**src/rtl/mux_demux_pkg.sv**
```systemverilog
// ============================================================================
// mux_demux_pkg : lane-select encoding and defaults shared by the stream mux/demux pair
// Revision      : 1.0
// ============================================================================
`default_nettype none

package mux_demux_pkg;

  localparam int unsigned DATA_W_DEFAULT = 2;

  localparam logic SEL_B = 1'b0;
  localparam logic SEL_C = 1'b1;

  // Arbiter state reuses the lane encoding so last_grant maps directly onto out_sel.
  localparam logic [0:0] GNT_B = SEL_B;
  localparam logic [0:0] GNT_C = SEL_C;

  function automatic logic gnt_to_sel(input logic [1:0] gnt);
    return gnt[1] ? SEL_C : SEL_B;
  endfunction

endpackage

`default_nettype wire

```
**src/rtl/stream_mux2_rr_if.sv**
```systemverilog
// ============================================================================
// stream_mux2_rr_if : two producer lanes (B, C) plus one tagged consumer link
// Revision          : 1.0
// ============================================================================
`default_nettype none

interface stream_mux2_rr_if
  import mux_demux_pkg::*;
#(
  parameter int DATA_W = DATA_W_DEFAULT
) ();

  logic              b_valid;
  logic [DATA_W-1:0] b_data;
  logic              b_ready;
  logic              c_valid;
  logic [DATA_W-1:0] c_data;
  logic              c_ready;
  logic              out_valid;
  logic [DATA_W-1:0] out_data;
  logic              out_sel;
  logic              out_ready;

  modport slave (
    input  b_valid, b_data, c_valid, c_data, out_ready,
    output b_ready, c_ready, out_valid, out_data, out_sel
  );

  modport master (
    output b_valid, b_data, c_valid, c_data, out_ready,
    input  b_ready, c_ready, out_valid, out_data, out_sel
  );

endinterface

`default_nettype wire

```
**src/rtl/rr_arb2.sv**
```systemverilog
// ============================================================================
// rr_arb2  : two-requester round-robin arbiter, grant is combinational
// Revision : 1.0
// ============================================================================
`default_nettype none

module rr_arb2
  import mux_demux_pkg::*;
(
  input  logic       clk,
  input  logic       rst_n,
  input  logic [1:0] req,      // [0] = B, [1] = C
  input  logic       advance,  // grant is consumed this cycle
  output logic [1:0] gnt       // one-hot or zero
);

  logic [0:0] r_last_grant;
  logic [0:0] w_last_grant_nxt;

  // Resetting to C makes B the winner of the first contest.
  always_ff @(posedge clk or negedge rst_n) begin
    if (!rst_n) begin
      r_last_grant <= GNT_C;
    end else begin
      r_last_grant <= w_last_grant_nxt;
    end
  end

  always_comb begin
    w_last_grant_nxt = r_last_grant;
    if (advance && (gnt != 2'b00)) begin
      w_last_grant_nxt = gnt_to_sel(gnt);
    end
  end

  always_comb begin
    gnt = 2'b00;
    case (req)
      2'b01:   gnt = 2'b01;
      2'b10:   gnt = 2'b10;
      2'b11:   gnt = (r_last_grant == GNT_C) ? 2'b01 : 2'b10;
      default: gnt = 2'b00;
    endcase
  end

endmodule

`default_nettype wire

```
**src/rtl/stream_mux2_rr.sv**
```systemverilog
// ============================================================================
// stream_mux2_rr : round-robin 2:1 stream merge into a registered, source-tagged output
// Revision       : 1.0
// ============================================================================
`default_nettype none

module stream_mux2_rr
  import mux_demux_pkg::*;
#(
  parameter int DATA_W = DATA_W_DEFAULT
) (
  input  logic              clk,
  input  logic              rst_n,
  stream_mux2_rr_if.slave   bus
);

  logic              r_out_valid;
  logic [DATA_W-1:0] r_out_data;
  logic              r_out_sel;
  logic              w_load_en;
  logic [1:0]        w_gnt;

  // The register may load whenever it is empty or being drained this same cycle.
  assign w_load_en = ~r_out_valid | bus.out_ready;

  rr_arb2 u_arb (
    .clk     (clk),
    .rst_n   (rst_n),
    .req     ({bus.c_valid, bus.b_valid}),
    .advance (w_load_en),
    .gnt     (w_gnt)
  );

  assign bus.b_ready = w_load_en & w_gnt[0];
  assign bus.c_ready = w_load_en & w_gnt[1];

  always_ff @(posedge clk or negedge rst_n) begin
    if (!rst_n) begin
      r_out_valid <= 1'b0;
      r_out_data  <= '0;
      r_out_sel   <= SEL_B;
    end else if (w_load_en) begin
      if (w_gnt != 2'b00) begin
        r_out_valid <= 1'b1;
        r_out_data  <= w_gnt[1] ? bus.c_data : bus.b_data;
        r_out_sel   <= gnt_to_sel(w_gnt);
      end else begin
        r_out_valid <= 1'b0;
      end
    end
  end

  assign bus.out_valid = r_out_valid;
  assign bus.out_data  = r_out_data;
  assign bus.out_sel   = r_out_sel;

endmodule

`default_nettype wire

```
**src/flat_wrapper.sv**
```systemverilog
// flat-port wrapper written by rule: the top's interface ports become plain ports
module stream_mux2_rr_flat import mux_demux_pkg::*;
#(
  parameter int DATA_W = DATA_W_DEFAULT
)
  (clk, rst_n, bus_b_valid, bus_b_data, bus_c_valid, bus_c_data, bus_out_ready, bus_b_ready, bus_c_ready, bus_out_valid, bus_out_data, bus_out_sel);
  stream_mux2_rr_if #(.DATA_W(DATA_W)) bus_i ();
  input  logic clk;
  input  logic rst_n;
  input wire logic [$bits(bus_i.b_valid)-1:0] bus_b_valid;
  input wire logic [$bits(bus_i.b_data)-1:0] bus_b_data;
  input wire logic [$bits(bus_i.c_valid)-1:0] bus_c_valid;
  input wire logic [$bits(bus_i.c_data)-1:0] bus_c_data;
  input wire logic [$bits(bus_i.out_ready)-1:0] bus_out_ready;
  output wire logic [$bits(bus_i.b_ready)-1:0] bus_b_ready;
  output wire logic [$bits(bus_i.c_ready)-1:0] bus_c_ready;
  output wire logic [$bits(bus_i.out_valid)-1:0] bus_out_valid;
  output wire logic [$bits(bus_i.out_data)-1:0] bus_out_data;
  output wire logic [$bits(bus_i.out_sel)-1:0] bus_out_sel;
  assign bus_i.b_valid = bus_b_valid;
  assign bus_i.b_data = bus_b_data;
  assign bus_i.c_valid = bus_c_valid;
  assign bus_i.c_data = bus_c_data;
  assign bus_i.out_ready = bus_out_ready;
  assign bus_b_ready = bus_i.b_ready;
  assign bus_c_ready = bus_i.c_ready;
  assign bus_out_valid = bus_i.out_valid;
  assign bus_out_data = bus_i.out_data;
  assign bus_out_sel = bus_i.out_sel;
  stream_mux2_rr #(.DATA_W(DATA_W)) u_core (.clk(clk), .rst_n(rst_n), .bus(bus_i));
endmodule
```
**config.mk**
```make
export PLATFORM = sky130hd
export DESIGN_NAME = stream_mux2_rr_flat
export DESIGN_NICKNAME = d
export VERILOG_FILES = /design/src/rtl/mux_demux_pkg.sv /design/src/rtl/stream_mux2_rr_if.sv /design/src/rtl/rr_arb2.sv /design/src/rtl/stream_mux2_rr.sv /design/src/flat_wrapper.sv
export SDC_FILE = /design/constraint.sdc
export NUM_CORES = 1
export LEC_CHECK = 0
export CAP_MARGIN = 0
export CORE_AREA = 2 2 39 41
export DETAILED_ROUTE_END_ITERATION = 6
export DIE_AREA = 0 0 41 43
export GPL_TIMING_DRIVEN = 0
export SETUP_SLACK_MARGIN = 0.4
export SYNTH_ARGS = -nofsm -noshare
export SYNTH_HDL_FRONTEND = slang
export SYNTH_HIERARCHICAL = 1
export SYNTH_SLANG_ARGS = --single-unit
```
**constraint.sdc**
```tcl
create_clock -name clk -period 2.6 [get_ports clk]
set_input_delay 0.26 -clock clk [delete_from_list [all_inputs] [get_ports clk]]
set_output_delay 0.26 -clock clk [all_outputs]
set_load 0.1 [all_outputs]
```
Word-level counts from Yosys, hierarchy flattened
Index checks and enable logic that the tools add are counted.

Bitwise gates (word level): 4. Muxes and demuxes: 5. Reductions and logical operators: 3. Equal/unequal tests: 3.

Operators with widths (number): $pmux W2 S3 (1); $eq A2 B2 Y1 const B (2); $mux W2 (2); $and A1 B1 Y1 (2); $eq A2 B1 Y1 const B (1); $mux W1 (2); $reduce_and A2 Y1 (1); $reduce_bool A2 Y1 (1); $logic_and A1 B1 Y1 (1); $not A1 Y1 (1); $or A1 B1 Y1 (1).

Bits of input ports: 9. Output and inout bits: 6. Bits in registers: 5.

Longest topological paths before layout
Depth in word-level cells: 4. Gate-level depth with buffers: 5. Depth with buffers taken out: 5.

By module
The synthesis kept the hierarchy.

By module, submodules not included: stream_mux2_rr (sequential area each 100.1 sq um, times used 1, cells each 22, area each 224.0 sq um); rr_arb2 (sequential area each 26.3 sq um, times used 1, cells each 6, area each 56.3 sq um).

Least setup slack after synthesis
Ideal clock, no wire load.

Kind: register -> output. Start: register u_core.r_out_valid (netlist: u_core/bus.out_valid). End: output bus_b_ready. Data arrival time: 1.756 ns. Stages on the path, launching flop included: 5. Buffers on the path: 1. Slack: 0.584 ns. Cells stage by stage: dfrtp_1 nand2b_4 buf_6 nand2_1 inv_1.

Longest elaborated chain between the ends: 3.

Ends and longest elaborated chain: from (decl) (line stream_mux2_rr.sv:17) `logic r_out_valid;`; from (signal assigned) (line stream_mux2_rr.sv:39) `r_out_valid <= 1'b0;`; from (signal assigned) (line stream_mux2_rr.sv:44) `r_out_valid <= 1'b1;`; from (signal assigned) (line stream_mux2_rr.sv:48) `r_out_valid <= 1'b0;`; $not A1 Y1 (line stream_mux2_rr.sv:24) `assign w_load_en = ~r_out_valid | bus.out_ready;`; $or A1 B1 Y1 (line stream_mux2_rr.sv:24); named net u_core.w_load_en (line stream_mux2_rr.sv:20) `logic w_load_en;`; $and A1 B1 Y1 (line stream_mux2_rr.sv:34) `assign bus.b_ready = w_load_en & w_gnt[0];`; to (decl) (line flat_wrapper.sv:15) `output wire logic [$bits(bus_i.b_ready)-1:0] bus_b_ready;`.

The timed path passes the listed nets, and every way through them passes these cells.

Worst setup path after layout
Start: input bus_c_valid. End: output bus_c_ready.

Longest elaborated chain between the ends: 3.

Ends and longest elaborated chain: from (decl) (line flat_wrapper.sv:12) `input wire logic [$bits(bus_i.c_valid)-1:0] bus_c_valid;`; $eq A2 B2 Y1 or $eq A2 B1 Y1 (tied branches) (line rr_arb2.sv:38) `case (req)`; $pmux W2 S3 * (line rr_arb2.sv:38); named net u_core.w_gnt[1] (line stream_mux2_rr.sv:21) `logic [1:0] w_gnt;`; $and A1 B1 Y1 * (line stream_mux2_rr.sv:35) `assign bus.c_ready = w_load_en & w_gnt[1];`; to (decl) (line flat_wrapper.sv:16) `output wire logic [$bits(bus_i.c_ready)-1:0] bus_c_ready;`.

Mark *: on every way through the listed nets, which the timed path passes. The rest lies on a longest branch.

==> impl_summary.md <==
Outcome
The run finished with clean final reports.

GRT
The largest net degree at the start of global routing is 10. The via count of the first global-routing pass came to 258. The layer carrying the most global-route usage is met2.

The global routing met2 resource utilization is 13.1%. The met1 capacity usage during global routing is 11.5%. For this run, global-route usage on met3 was measured as 1.57%. Across every metal layer, demand over resource in global routing totals 8.99%.

The total congestion overflow is 0. The number of antenna violations at the first check in global routing is 0. The first global-routing pass estimated 1.06 mm of wire.

Synth
The share of the synthesized area in the top cell type is 35.7%. The net count of the mapped netlist is 37. The combined area of all synthesized cells is 280 µm². The number of different library cells used by synthesis comes to 17.

The fraction of the yosys area taken by sequential cells is 45.1%. After synthesis, the cell types taking the most area are sky130_fd_sc_hd__dfrtp_1, sky130_fd_sc_hd__a31oi_1, sky130_fd_sc_hd__dfstp_2. During synthesis, Yosys emitted a total of 6 warnings. The average size of a mapped cell is 10.0 µm². The biggest area consumer among synthesized cells is sky130_fd_sc_hd__dfrtp_1. The post-synthesis register bit count is 5. Synthesis produced 28 cells.

Finish
After filler insertion, the fill cell instance count of the layout stands at 155. The area of the multi-input gates is 139 µm². The fraction of final layout cells sized beyond drive strength 1 is 26.1%. The final layout net count is 56. The count of antenna diodes in the layout is 0. Across the whole layout, storage elements account for 126 µm². The area added between synthesis and finish is 64.3%. With fillers left out, the area of the finished cells amounts to 460 µm².

Detailed routing
The vias per cell is 4.31. After detailed routing, the number of remaining DRC violations is 0. Dividing the detail-routed wire length by the instance count gives 10.6 µm.

The number of iterations in the first detailed-routing pass is 2. In this run, the number of DRC markers left after iteration 0 of detailed routing was 1. The number of vias after detailed routing is 267. The total wire length is 658 µm. The remaining antenna violation count after routing is 0.

Timing
The number of max-slew violations in the final report is 0. The number of setup violations in the final report is 0. Headroom to the max-slew limit came out at 35.3%. The slew at the pin closest to its max-slew limit is 0.968 ns. After layout, the worst path uses 80.9% of the clock period. The post-layout worst setup margin is 0.497 ns.

Setup repair after global routing left no endpoint under its margin. The number of endpoints with negative hold slack in the final report is 0. The worst path in the final design needs a cycle of 2.10 ns, including I/O delays and setup. The fmax is 476 MHz. The clock arrives with 0.00101 ns of skew.

Worst setup path
Data on the critical path arrives at its endpoint at 1.84 ns. The cell family contributing the most delay on the critical path is buffers and inverters. The worst setup path is launched from an input pin. Walking the worst path, the cells encountered are clkdlybuf4s50_1 -> a21boi_1 -> and2_4 -> buf_2. The highest-delay cell along the critical path is sky130_fd_sc_hd__clkdlybuf4s50_1. STA puts the critical path data required time at 2.34 ns. The worst-path maximum fanout is 6. The largest stage delay on the critical path is 0.51 ns. The worst setup path is captured at an output pin. The worst setup path is of the input pin to output pin kind. The number of buffers and inverters on the critical path is 2.

Place
Port buffering added 14 buffers. Routability-driven placement finished with a final weighted congestion of 0.683. The setup slack after placement is -0.396 ns. After detailed placement, the total cell area comes to 440 µm².

Clock network
After clock tree synthesis, the flow added hold-fix buffers numbering 0. Buffers inserted during clock tree synthesis total 3. The clock tree from TritonCTS is done. The clock transition at the registers of the reported paths is 0.04 ns.

The root buffer cell chosen for the clock tree is sky130_fd_sc_hd__clkbuf_4. CTS built an H-tree with a depth of 1. For the worst-skew pair, the clock arrives at the later sink with an insertion delay of 0.24 ns. The maximum buffer depth of the clock tree is 2. The clock net in this run drives a total of 5 sinks.

Floorplan
The horizontal die dimension is 41 µm. The die extent in y is 43 µm. The floorplan step defined a core boundary enclosing 0.00138 mm². After floorplanning, the core was divided into 14 placement rows. Once the floorplan was initialized, standard cells occupied 20.3% of the core. The floorplan step defined a die boundary enclosing 0.00176 mm². 15 I/O pins were placed.

Power and ir drop
For this design the ratio of total power to cell area is 1000 mW/mm². In this run the static leakage power is 0.209 nW. The maximum ir drop on the vdd rail is 0.237 mV.

Min path
The worst hold path belongs to the class input pin to asynchronous set/reset pin.

Run
Max-cap violations in this run came to 0.
==> state kept, by name, indices dropped and copies added, names as in the netlist <==
name,cells
u_core/bus.out_data,2
u_core/bus.out_sel,1
u_core/bus.out_valid,1
u_core/u_arb/r_last_grant,1
==> layout make-up <==
| cell class | count | share of cell area [%] |
|---|---|---|
| Sequential cell | 5 | 27.4 |
| Timing Repair Buffer | 14 | 28.3 |
| Tap cell | 16 | 4.35 |
| Buffer | 1 | 2.45 |
| Multi-Input combinational cell | 20 | 30.2 |
| Clock buffer | 4 | 5.71 |
| Inverter | 2 | 1.63 |
==> path summary, 6_finish.rpt <==
path	start	end	slack, ns	cells after the start
max	bus_c_valid	bus_c_ready	0.50	4
max in group asynchronous	rst_n	u_core/u_arb/r_last_grant	2.11	1
min in group clk	u_core/bus.out_sel	u_core/bus.out_sel	0.48	1
min	rst_n	u_core/bus.out_sel	0.24	1
min reg2reg	u_core/bus.out_sel	u_core/bus.out_sel	0.48	1
max reg2reg	u_core/u_arb/r_last_grant	u_core/bus.out_data[0]	1.30	5
==> Yosys cell counts <==
master,n
sky130_fd_sc_hd__a21boi_0,1
sky130_fd_sc_hd__a21boi_1,1
sky130_fd_sc_hd__a21o_1,1
sky130_fd_sc_hd__a21oi_1,1
sky130_fd_sc_hd__a31oi_1,5
sky130_fd_sc_hd__and2_4,1
sky130_fd_sc_hd__and3b_2,2
sky130_fd_sc_hd__buf_6,1
sky130_fd_sc_hd__dfrtp_1,4
sky130_fd_sc_hd__dfstp_2,1
sky130_fd_sc_hd__inv_1,2
sky130_fd_sc_hd__nand2_1,2
sky130_fd_sc_hd__nand2b_4,1
sky130_fd_sc_hd__nor2_1,1
sky130_fd_sc_hd__nor2b_1,2
sky130_fd_sc_hd__o21ai_0,1
sky130_fd_sc_hd__o21ai_1,1
==> worst register-to-register path, delay by kind of cell (launching register included) <==
kind                   cells  cell delay [ns]
buffers and inverters      1             0.05
flip-flops                 1             0.55
AND/OR/NAND/NOR            1             0.08
AO/OA/AOI/OAI              3             0.48
==> per-layer routing <==
metal | share of wire, % | vias up
li1 | - | 134
met1 | 40 | 126
met2 | 52 | 7
met3 | 7.0 | 0
met4 | 0 | 0
met5 | 0 | -
==> cell families after synthesis <==
family	Yosys count	share of synthesized area [%]
compound gates	11	24.6
simple gates	9	23.7
flops	5	45.1
buf+inv	3	6.70
==> power by group <==
part           leakage [nW]  internal [mW]  switching (mW)
logic                 0.138         0.0699           0.185
registers            0.0564          0.102          0.0159
clock network        0.0150         0.0580          0.0313
total                 0.209          0.230           0.232
==> what timing repair did <==
action,in CTS,in global routing
buffers inserted,0,0
gates resized for setup,10,2
setup endpoints to repair,2,2
==> stage by stage <==
| step | TNS (ns) | power, mW | util, % | hold WS (ns) | std cells |
|---|---|---|---|---|---|
| after global routing | 0 | 0.488 | 33.3 | 0.248 | 62 |
| final | 0 | 0.462 | 33.3 | 0.239 | 62 |
| after global placement | -0.548 | 0.374 | 31.8 | 0.469 | 58 |
| after CTS | 0 | 0.469 | 33.4 | 0.235 | 62 |
| after detailed placement | -0.548 | 0.376 | 31.8 | 0.473 | 58 |
| after floorplan | 0 | 0.310 | - | -0.0356 | 28 |
==> layout by cell type, fill, tap and decap left out <==
master,n
sky130_fd_sc_hd__inv_1,2
sky130_fd_sc_hd__nor2_1,1
sky130_fd_sc_hd__a21o_1,1
sky130_fd_sc_hd__clkbuf_1,1
sky130_fd_sc_hd__clkbuf_4,3
sky130_fd_sc_hd__a21boi_1,1
sky130_fd_sc_hd__a21boi_2,1
sky130_fd_sc_hd__nand2b_4,1
sky130_fd_sc_hd__dfrtp_1,4
sky130_fd_sc_hd__o21ai_1,1
sky130_fd_sc_hd__dfstp_2,1
sky130_fd_sc_hd__nor2b_1,2
sky130_fd_sc_hd__nand2_1,2
sky130_fd_sc_hd__clkdlybuf4s50_1,12
sky130_fd_sc_hd__and3b_2,2
sky130_fd_sc_hd__buf_2,2
sky130_fd_sc_hd__o21ai_0,1
sky130_fd_sc_hd__and2_4,1
sky130_fd_sc_hd__a21oi_1,1
sky130_fd_sc_hd__buf_6,1
sky130_fd_sc_hd__a31oi_1,5
(Power assumes the default switching activity.)
